[src/rtl/cordic_vector_if.sv]
// Start/done handshake bundle for cordic_vector: operands in, angle/magnitude out.
interface cordic_vector_if;
   logic               start;
   logic signed [31:0] x_in;
   logic signed [31:0] y_in;
   logic               ready;
   logic               done;
   logic signed [31:0] angle;
   logic        [31:0] magnitude;

   modport master (output start, x_in, y_in, input ready, done, angle, magnitude);
   modport slave  (input start, x_in, y_in, output ready, done, angle, magnitude);
endinterface

[src/rtl/cordic_vector.sv]
// Iterative vectoring CORDIC: (x,y) -> angle in degrees and magnitude; done ITERATIONS+1 cycles after start,
// one job at a time (start ignored while busy). CORDIC_VECTOR_GAIN_COMP_EN adds a 1/K scale cycle.
module cordic_vector #(
   parameter int FPSHIFT    = 8,
   parameter int ITERATIONS = 16
) (
   input logic            clk,
   input logic            resetn,
   cordic_vector_if.slave bus
);

   typedef enum logic [1:0] {IDLE, ITER, SCALE, FINISH} state_t;

   localparam logic [3:0]         LAST   = 4'(ITERATIONS - 1);
   localparam int                 RSH    = (FPSHIFT >= 16) ? 0 : 15 - FPSHIFT;
   localparam logic [31:0]        RND    = (FPSHIFT >= 16) ? 32'd0 : 32'(1 << RSH);
   localparam int                 DSH    = 16 - FPSHIFT;
   localparam logic signed [31:0] DEG180 = 32'(180 << FPSHIFT);

   state_t             state, state_nx;
   logic [3:0]         cnt;
   logic signed [33:0] x, y;
   logic signed [31:0] z;
   logic               zero;
   logic               load, step, fin;
   logic signed [31:0] a_i;

   // atan(2^-i) in degrees, 16 fractional bits
   function automatic logic [31:0] atan_t(input logic [3:0] i);
      case (i)
         4'd0:    return 32'd2949120;
         4'd1:    return 32'd1740967;
         4'd2:    return 32'd919879;
         4'd3:    return 32'd466945;
         4'd4:    return 32'd234379;
         4'd5:    return 32'd117304;
         4'd6:    return 32'd58666;
         4'd7:    return 32'd29335;
         4'd8:    return 32'd14668;
         4'd9:    return 32'd7334;
         4'd10:   return 32'd3667;
         4'd11:   return 32'd1833;
         4'd12:   return 32'd917;
         4'd13:   return 32'd458;
         4'd14:   return 32'd229;
         default: return 32'd115;
      endcase
   endfunction

   assign a_i = $signed((atan_t(cnt) + RND) >> DSH);

   always_ff @(posedge clk) begin
      if (!resetn) state <= IDLE;
      else         state <= state_nx;
   end

   always_comb begin
      state_nx = state;
      case (state)
         IDLE:    if (bus.start) state_nx = ITER;
         ITER:    if (cnt == LAST) begin
`ifdef CORDIC_VECTOR_GAIN_COMP_EN
            state_nx = SCALE;
`else
            state_nx = FINISH;
`endif
         end
         SCALE:   state_nx = FINISH;
         FINISH:  state_nx = IDLE;
         default: state_nx = IDLE;
      endcase
   end

   always_comb begin
      bus.ready = (state == IDLE);
      load      = (state == IDLE) && bus.start;
      step      = (state == ITER);
      fin       = (state == FINISH);
   end

`ifdef CORDIC_VECTOR_GAIN_COMP_EN
   localparam logic signed [50:0] INV_K = 51'sd39797;
   logic signed [50:0] prod, scaled;
   assign prod   = 51'(x) * INV_K;
   assign scaled = (prod + 51'sd32768) >>> 16;
`endif

   always_ff @(posedge clk) begin
      if (!resetn) begin
         x             <= '0;
         y             <= '0;
         z             <= '0;
         cnt           <= '0;
         zero          <= 1'b0;
         bus.done      <= 1'b0;
         bus.angle     <= '0;
         bus.magnitude <= '0;
      end else begin
         bus.done <= fin;
         if (load) begin
            cnt  <= '0;
            zero <= (bus.x_in == 32'sd0) && (bus.y_in == 32'sd0);
            if (!bus.x_in[31]) begin
               x <= 34'(bus.x_in);
               y <= 34'(bus.y_in);
               z <= '0;
            end else begin
               // fold left half-plane into the right so the iterations converge
               x <= -34'(bus.x_in);
               y <= -34'(bus.y_in);
               z <= bus.y_in[31] ? -DEG180 : DEG180;
            end
         end else if (step) begin
            cnt <= cnt + 4'd1;
            if (!y[33]) begin
               x <= x + (y >>> cnt);
               y <= y - (x >>> cnt);
               z <= z + a_i;
            end else begin
               x <= x - (y >>> cnt);
               y <= y + (x >>> cnt);
               z <= z - a_i;
            end
`ifdef CORDIC_VECTOR_GAIN_COMP_EN
         end else if (state == SCALE) begin
            x <= scaled[33:0];
`endif
         end else if (fin) begin
            // (0,0) never rotates, so z would otherwise accumulate the whole table
            bus.angle     <= zero ? 32'sd0 : z;
            bus.magnitude <= (x[33:31] != 3'b000) ? 32'h7FFF_FFFF : x[31:0];
         end
      end
   end

endmodule

[src/flat_wrapper.sv]
// flat-port wrapper written by rule: the top's interface ports become plain ports
module cordic_vector_flat 
#(
   parameter int FPSHIFT    = 8,
   parameter int ITERATIONS = 16
)
  (clk, resetn, bus_start, bus_x_in, bus_y_in, bus_ready, bus_done, bus_angle, bus_magnitude);
  cordic_vector_if bus_i ();
  input logic clk;
  input logic resetn;
  input wire logic [$bits(bus_i.start)-1:0] bus_start;
  input wire logic [$bits(bus_i.x_in)-1:0] bus_x_in;
  input wire logic [$bits(bus_i.y_in)-1:0] bus_y_in;
  output wire logic [$bits(bus_i.ready)-1:0] bus_ready;
  output wire logic [$bits(bus_i.done)-1:0] bus_done;
  output wire logic [$bits(bus_i.angle)-1:0] bus_angle;
  output wire logic [$bits(bus_i.magnitude)-1:0] bus_magnitude;
  assign bus_i.start = bus_start;
  assign bus_i.x_in = bus_x_in;
  assign bus_i.y_in = bus_y_in;
  assign bus_ready = bus_i.ready;
  assign bus_done = bus_i.done;
  assign bus_angle = bus_i.angle;
  assign bus_magnitude = bus_i.magnitude;
  cordic_vector #(.FPSHIFT(FPSHIFT), .ITERATIONS(ITERATIONS)) u_core (.clk(clk), .resetn(resetn), .bus(bus_i));
endmodule
[config.mk]
export PLATFORM = sky130hd
export DESIGN_NAME = cordic_vector_flat
export DESIGN_NICKNAME = d
export VERILOG_FILES = /design/src/rtl/cordic_vector_if.sv /design/src/rtl/cordic_vector.sv /design/src/flat_wrapper.sv
export SDC_FILE = /design/constraint.sdc
export NUM_CORES = 1
export LEC_CHECK = 0
export ABC_AREA = 1
export BUFFER_PORTS_ARGS = -buffer_cell sky130_fd_sc_hd__buf_2
export CAP_MARGIN = 25
export CORE_AREA = 2 2 243 245
export CTS_CLUSTER_DIAMETER = 80
export DETAILED_ROUTE_END_ITERATION = 16
export DIE_AREA = 0 0 245 247
export PLACE_DENSITY = 0.55
export SYNTH_ARGS = -nofsm -noshare
export SYNTH_HDL_FRONTEND = slang
export SYNTH_SLANG_ARGS = --single-unit
[constraint.sdc]
create_clock -name clk -period 5.8 [get_ports clk]
set_clock_uncertainty 0.05 [all_clocks]
set_input_delay 0.58 -clock clk [delete_from_list [all_inputs] [get_ports clk]]
set_output_delay 0.58 -clock clk [all_outputs]
set_load 0.1 [all_outputs]
==> impl_metrics.sql, run 1 <==
INSERT INTO impl_metrics (metric_group, metric, value, unit) VALUES
('critical_path', 'critical_path_arrival', '5.45', 'ns'),
('floorplanning', 'die-area', '60500', 'µm²'),
('detailed_routing', 'detailedRoute.firstPassIterationCount', '7', ''),
('critical_path', 'r2r.worst_path.cells', '25', ''),
('placed_design', 'dp_slack', '0.852', 'ns'),
('yosys', 'post_synth.cell_area_avg', '5.81', 'µm²'),
('placed_design', 'dp_hpwl', '57200', 'µm'),
('power', 'switching_share', '59.9', '%'),
('detailed_routing', 'routed-via-count', '23200', ''),
('sta', 'max_clock_freq', '196', 'MHz'),
('sta', 'total_count_of_max_transition_violations_in_the_final_report', '0', ''),
('global_route', 'overall_routing_resource_usage', '24.3', '%'),
('detailed_routing', 'drtAntennaViolNets', '0', ''),
('cts', 'cts_tree', 'yes', ''),
('finish', 'final_nets', '3680', ''),
('sta', 'worst-slew-pin-transition', '0.840', 'ns'),
('sta', 'setup_viol', '0', ''),
('sta', 'rsz0062_at_grt', 'false', ''),
('cts', 'number_of_buffers_added_by_the_clock_tree_synthesis_step', '17', ''),
('flow_run', 'drv.max_cap_violation_count', '0', ''),
('finish', 'area.growth.synth_to_final', '8.84', '%'),
('floorplanning', 'row_count', '89', ''),
('min_path', 'min_path_type', 'in2reg', ''),
('detailed_routing', 'drt_iter0_markers', '2113', ''),
('power', 'irDropWorstVdd', '0.000277', 'V'),
('floorplanning', 'dieHeight', '247', 'µm'),
('global_route', 'grt_start_max_net_pins', '71', ''),
('detailed_routing', 'routed_via_density', '5.41', ''),
('power', 'power.clock.fraction', '8.6', '%'),
('cts', 'total_clock_sinks', '187', ''),
('yosys', 'synthesized_netlist_net_count', '3657', ''),
('detailed_routing', 'detail_route.drc_violations', '0', ''),
('yosys', 'synth_async_sr_flop_share', '0', '%'),
('global_route', 'grt_first_pass_wirelength', '117000', 'µm'),
('detailed_routing', 'wl_per_cell', '17.4', 'µm'),
('power', 'leakagePower', '10.3', 'nW'),
('floorplanning', 'chipWidth', '245', 'µm'),
('sta', 'fin_ws', '0.690', 'ns'),
('yosys', 'yosys_warnings', '0', ''),
('sta', 'setup_total_negative_slack', '0', 'ns'),
('critical_path', 'r2r-end', 'u_core.x[33]$_SDFFE_PN0P_', ''),
('yosys', 'dominantRegCellSynth', 'dfxtp_1', ''),
('cts', 'clock_transition_at_path_regs', '0.08', 'ns'),
('finish', 'final_common_cell', 'nand2_1', ''),
('power', 'power.sequential.fraction', '14.4', '%'),
('critical_path', 'crit_path_end_kind', 'flop', ''),
('detailed_routing', 'routed_wirelength', '74400', 'µm'),
('finish', 'layout_common_cells', 'nand2_1 (805), nand3_1 (531), nor2_1 (344), inv_1 (322), o21ai_0 (288)', ''),
('global_route', 'number_of_global_route_vias_before_repair', '21100', ''),
('cts', 'cts_buffer_depth', '2', ''),
('floorplanning', 'floorplan.initialDensity', '34.6', '%'),
('critical_path', 'r2r_slack', '0.69', 'ns'),
('finish', 'post_route_cells_drive_above_1_share', '7.44', '%'),
('sta', 'worst_slew_margin_rel', '44.0', '%'),
('power', 'internal_power_consumption', '0.00604', 'W'),
('critical_path', 'criticalPathCategory', 'reg2reg', ''),
('critical_path', 'critical_path_required', '6.14', 'ns'),
('run_status', 'status', 'finished clean', ''),
('cts', 'postCtsSetupRepairBufs', '0', ''),
('placed_design', 'port_buffers', '132', ''),
('critical_path', 'critical_path.startpoint', 'u_core.cnt[0]$_SDFFE_PP0P_', ''),
('cts', 'cts-root-buf', 'clkbuf_16', ''),
('sta', 'hold_ws', '0.366', 'ns'),
('power', 'p_per_area', '686', 'nW/µm²'),
('yosys', 'distinct_cell_type_count_of_the_synthesized_netlist', '50', ''),
('sta', 'finalHoldViolations', '0', ''),
('cts', 'cts_hold_buffers', '0', ''),
('floorplanning', 'design.portCount', '133', ''),
('yosys', 'synth_seq_area_share', '18.6', '%'),
('cts', 'insertion_delay', '0.52', 'ns'),
('power', 'power_frac_comb', '77.0', '%');
## worst min-delay path by stage
stage	from	to	slack, ns	depth (start not counted)
floorplan	u_core.zero$_SDFFE_PN0P_	u_core.zero$_SDFFE_PN0P_	0.37	2
global route	bus_x_in[16]	u_core.x[16]$_SDFFE_PN0P_	0.38	4
finish	bus_x_in[16]	u_core.x[16]$_SDFFE_PN0P_	0.37	4
detailed placement	u_core.bus.magnitude[31]$_SDFFE_PN0P_	u_core.bus.magnitude[31]$_SDFFE_PN0P_	0.38	2
global placement	u_core.bus.magnitude[31]$_SDFFE_PN0P_	u_core.bus.magnitude[31]$_SDFFE_PN0P_	0.36	2
CTS	bus_x_in[16]	u_core.x[16]$_SDFFE_PN0P_	0.33	4
## stage by stage
stage	utilization, %	total power (W)	instances	cell area, µm²
global route	37.6	0.0166	4279	21900
finish	37.7	0.0151	4280	21900
global placement	36.6	0.0136	4246	21300
CTS	37.6	0.0150	4279	21900
detailed placement	36.6	0.0136	4247	21300
floorplan	-	0.0108	3470	20100
## per-layer routing
layer	vias to the layer above	GRT usage, %	routed length (µm)
li1	11800	-	-
met1	10600	32.0	34000
met2	694	41.0	34700
met3	91	3.86	4040
met4	0	6.31	1720
met5	-	0	0
## cell usage after synthesis, types with 2 or more instances
master | n | area (µm²)
nand2_1 | 806 | 3030
nand3_1 | 531 | 2660
nor2_1 | 346 | 1300
inv_1 | 324 | 1220
o21ai_0 | 288 | 1440
a21oi_1 | 279 | 1400
dfxtp_1 | 187 | 3740
ha_1 | 117 | 1460
clkbuf_1 | 94 | 353
xor2_1 | 65 | 569
a31oi_1 | 56 | 350
nor3_1 | 42 | 210
xnor2_1 | 32 | 280
buf_2 | 30 | 150
nand4_1 | 26 | 163
or2_2 | 23 | 144
o211ai_1 | 20 | 150
o31ai_1 | 18 | 135
o21bai_1 | 17 | 128
a21o_1 | 16 | 120
nor4_1 | 15 | 93.8
buf_1 | 14 | 52.6
nand3b_1 | 14 | 105
o21ai_1 | 10 | 50.1
a221oi_1 | 9 | 78.8
buf_6 | 9 | 101
o221ai_1 | 9 | 78.8
buf_4 | 7 | 52.6
o21a_1 | 7 | 52.6
a21boi_0 | 6 | 45.0
nand2_2 | 6 | 37.5
o21ai_2 | 6 | 52.6
nor2_2 | 5 | 31.3
nor3_2 | 5 | 50.1
clkinv_1 | 4 | 15.0
inv_2 | 4 | 15.0
fa_1 | 3 | 60.1
o221a_2 | 3 | 33.8
o22ai_1 | 3 | 18.8
a211oi_1 | 2 | 15.0
nor2_4 | 2 | 22.5
o2111ai_1 | 2 | 17.5
## logic make-up (layout without fill, tap and decap cells)
group | after synthesis | in the layout | synth area share [%]
buf+inv | 487 | 523 | 9.74
simple gates | 1824 | 1824 | 39.0
flops | 187 | 187 | 18.6
xor+xnor | 97 | 97 | 4.22
compound gates | 755 | 755 | 20.9
fa+ha+maj | 120 | 120 | 7.56
other cells | 0 | 1 | 0
## power groups by stage
stage / registers [W] / clock network, W / logic [W]
after floorplan: 0.00237 / 0 / 0.00844
after global placement: 0.00220 / 0 / 0.0114
after detailed placement: 0.00219 / 0 / 0.0114
after CTS: 0.00217 / 0.00133 / 0.0115
after global routing: 0.00219 / 0.00137 / 0.0131
final: 0.00216 / 0.00130 / 0.0116
## final cells by class
cell class,instances,area [µm²],share of cell area (%)
Antenna cell,1,2.50,0.0114
Clock buffer,18,439,2.00
Clock inverter,14,175,0.799
Inverter,333,1250,5.72
Multi-Input combinational cell,2796,14500,65.9
Sequential cell,187,3750,17.1
Tap cell,773,967,4.41
Timing Repair Buffer,158,883,4.03
## flip-flops by register name, summed over array words and instances, names as in the netlist, named ones only
register / count
u_core.x: 34
u_core.z: 32
u_core.bus.magnitude: 32
u_core.bus.done: 1
u_core.y: 34
u_core.state: 2
u_core.zero: 1
u_core.cnt: 4
u_core.bus.angle: 32
## worst max-delay path, stage by stage, from the launching register on
cell     delay, ns
dfxtp_2       0.62
inv_4         0.37
nand2_1       0.18
nand3_1       0.11
nand3_1       0.16
nand3_1       0.13
nand2_2       0.14
ha_1          0.17
inv_1         0.05
nor3_2        0.29
nand3_1       0.29
nor2_1        0.22
nand2_1       0.10
xor2_1        0.14
nand2_1       0.05
o21ai_0       0.11
ha_1          0.45
nand2_1       0.11
nor2_1        0.10
inv_1         0.08
nor4_1        0.45
o21ai_0       0.18
nand3_1       0.17
nand3_1       0.09
nand3_1       0.08
a21oi_1       0.06
Note: power is estimated with default switching activity, not from simulation.
==> inputs of run 2 (changes only) <==
- GPL_TIMING_DRIVEN: not set -> 0
==> impl_metrics.sql, run 2 (synthesized netlist as in run 1, its figures left out) <==
INSERT INTO impl_metrics (metric_group, metric, value, unit) VALUES
('run_status', 'status', 'finished clean', ''),
('detailed_routing', 'detail_route.drc_violations', '0', ''),
('detailed_routing', 'routed_wirelength', '102000', 'µm'),
('cts', 'number_of_buffers_added_by_the_clock_tree_synthesis_step', '17', ''),
('detailed_routing', 'routed-via-count', '25300', ''),
('critical_path', 'cp_common_cell', 'nand2_1', ''),
('critical_path', 'slowest_delay', '0.54', 'ns'),
('min_path', 'min_path_type', 'reg2reg', ''),
('critical_path', 'crit_family', 'compound AO/OA/AOI/OAI gates', ''),
('detailed_routing', 'routed_via_density', '5.73', ''),
('critical_path', 'path_cells', 'buf_4 -> buf_4 -> buf_4 -> nand3_1 -> nand3_1 -> nand3_1 -> nand2_1 -> ha_1 -> inv_1 -> nor3_2 -> nand2_1 -> nor2_2 -> inv_2 -> o21ai_4 -> nand2_1 -> xor2_1 -> ha_1 -> a21o_1 -> a31oi_1 -> a21boi_0 -> o21ai_0 -> or2_2 -> nand2_1 -> a21oi_1', ''),
('critical_path', 'r2r_slack', '0.23', 'ns'),
('cts', 'clock_tree.htree_level_count', '4', ''),
('floorplanning', 'fp.coreArea', '58200', 'µm²'),
('finish', 'antenna-diode-count', '0', ''),
('sta', 'worst_slew_margin_rel', '21.3', '%'),
('critical_path', 'r2r.worst_path.cells', '24', ''),
('global_route', 'grt_first_pass_wirelength', '149000', 'µm'),
('detailed_routing', 'drt_iter0_markers', '2617', ''),
('critical_path', 'criticalPathCategory', 'reg2reg', ''),
('floorplanning', 'design.portCount', '133', ''),
('power', 'p_per_area', '736', 'nW/µm²'),
('critical_path', 'critical_path_required', '6.13', 'ns'),
('finish', 'area.growth.synth_to_final', '11.5', '%'),
('critical_path', 'number_of_stages_on_the_worst_setup_path', '24', ''),
('detailed_routing', 'drtAntennaViolNets', '0', ''),
('cts', 'cts_tree', 'yes', ''),
('cts', 'postCtsSetupRepairBufs', '0', ''),
('placed_design', 'port_buffers', '131', ''),
('floorplanning', 'row_count', '89', ''),
('min_path', 'whs_path_depth', '2', ''),
('critical_path', 'path_max_fanout', '10', ''),
('sta', 'finalWorstPathRequiredPeriod', '5.57', 'ns'),
('sta', 'setup_viol', '0', ''),
('floorplanning', 'dieHeight', '247', 'µm'),
('finish', 'layout_common_cells', 'nand2_1 (806), nand3_1 (531), nor2_1 (346), inv_1 (324), o21ai_0 (288)', ''),
('global_route', 'grt_start_max_net_pins', '18', ''),
('flow_run', 'drv.max_cap_violation_count', '0', ''),
('detailed_routing', 'wl_per_cell', '23.2', 'µm'),
('finish', 'final_common_cell', 'nand2_1', ''),
('floorplanning', 'floorplan.initialDensity', '34.6', '%'),
('floorplanning', 'chipWidth', '245', 'µm'),
('cts', 'cts-root-buf', 'clkbuf_16', ''),
('placed_design', 'number_of_placed_cells_counting_well_taps', '4379', ''),
('critical_path', 'critPathLaunchType', 'flop', ''),
('cts', 'cts_hold_buffers', '0', ''),
('sta', 'total_count_of_max_transition_violations_in_the_final_report', '0', ''),
('power', 'leakagePower', '10.6', 'nW'),
('cts', 'total_clock_sinks', '187', ''),
('finish', 'combined_flip_flop_and_latch_cell_area', '3740', 'µm²'),
('placed_design', 'area_after_detailed_placement', '21800', 'µm²'),
('sta', 'rsz0062_at_grt', 'false', ''),
('global_route', 'number_of_global_route_vias_before_repair', '23400', ''),
('finish', 'multi_input_area', '14500', 'µm²'),
('finish', 'fillers', '6619', ''),
('detailed_routing', 'detailedRoute.firstPassIterationCount', '6', ''),
('sta', 'worst-slew-pin-transition', '1.18', 'ns'),
('critical_path', 'cpMaxStageDelayCell', 'dfxtp_1', ''),
('power', 'irDropWorstVdd', '0.000313', 'V'),
('sta', 'final.period_utilization', '96.0', '%'),
('cts', 'cts_buffer_depth', '2', ''),
('critical_path', 'critical_path_arrival', '5.89', 'ns'),
('sta', 'max_clock_freq', '180', 'MHz'),
('sta', 'finalHoldViolations', '0', ''),
('critical_path', 'crit_path_end_kind', 'flop', ''),
('critical_path', 'cp.buffers_inverters', '5', ''),
('finish', 'layout_top_registers', 'u_core.x x34, u_core.y x34', ''),
('finish', 'final_cell_count_no_fill', '4413', ''),
('cts', 'clock_transition_at_path_regs', '0.08', 'ns'),
('finish', 'finalCoreUtilization', '38.6', '%'),
('placed_design', 'dp_hpwl', '83200', 'µm'),
('finish', 'finish.instance_area', '22500', 'µm²'),
('sta', 'setup_total_negative_slack', '0', 'ns'),
('global_route', 'globalRoute.totalOverflow', '0', ''),
('placed_design', 'gp_congestion', '1.03', ''),
('finish', 'final_nets', '3814', ''),
('global_route', 'overall_routing_resource_usage', '33.3', '%'),
('floorplanning', 'die-area', '60500', 'µm²'),
('cts', 'post_cts_gate_resize_count', '0', ''),
('cts', 'insertion_delay', '0.50', 'ns'),
('finish', 'post_route_cells_drive_above_1_share', '7.66', '%'),
('global_route', 'antenna_found_initial', '3', '');
## run 2: where the power goes
group / total, W / internal [W] / switching, W
combinational: 0.0130 / 0.00386 / 0.00918
sequential: 0.00227 / 0.00165 / 0.000625
clock: 0.00123 / 0.000598 / 0.000634
## run 2: worst min-delay path: cells and delay by family (launching register included)
family / cells / cell delay [ns]
flops: 1 / 0.32
simple gates: 2 / 0.08
## run 2: cell type report
class	instances	area share [%]
inverter	333	5.58
tap	773	4.31
sequential	187	16.7
multi-input combinational	2796	64.5
clock inverter	11	0.434
buffer	154	3.16
timing repair buffer	138	3.30
clock buffer	21	2.09
## run 2: routing by layer
metal  part of all wire [%]  global-route usage [%]  up-vias
li1                       -                       -    12100
met1                     42                    43.6    11800
met2                     44                    53.7     1203
met3                    8.7                    5.77      219
met4                    4.8                    14.4        2
met5                  0.011                       0        -
## run 2: final timing paths
check | start | to
worst max register to register | u_core.cnt[1]$_SDFFE_PP0P_ | u_core.x[19]$_SDFFE_PN0P_
worst max-delay path | u_core.cnt[1]$_SDFFE_PP0P_ | u_core.x[19]$_SDFFE_PN0P_
worst min-delay path | u_core.bus.magnitude[31]$_SDFFE_PN0P_ | u_core.bus.magnitude[31]$_SDFFE_PN0P_
worst min register to register | u_core.bus.magnitude[31]$_SDFFE_PN0P_ | u_core.bus.magnitude[31]$_SDFFE_PN0P_
## run 2: metrics by stage
stage	hold WS [ns]	total power, W	setup WS [ns]
2_1_floorplan	0.371	0.0108	1.96
3_3_place_gp	0.374	0.0149	0.119
3_5_place_dp	0.384	0.0148	0.125
4_1_cts	0.381	0.0161	0.111
5_1_grt	0.412	0.0178	0.0748
6_report	0.391	0.0165	0.235
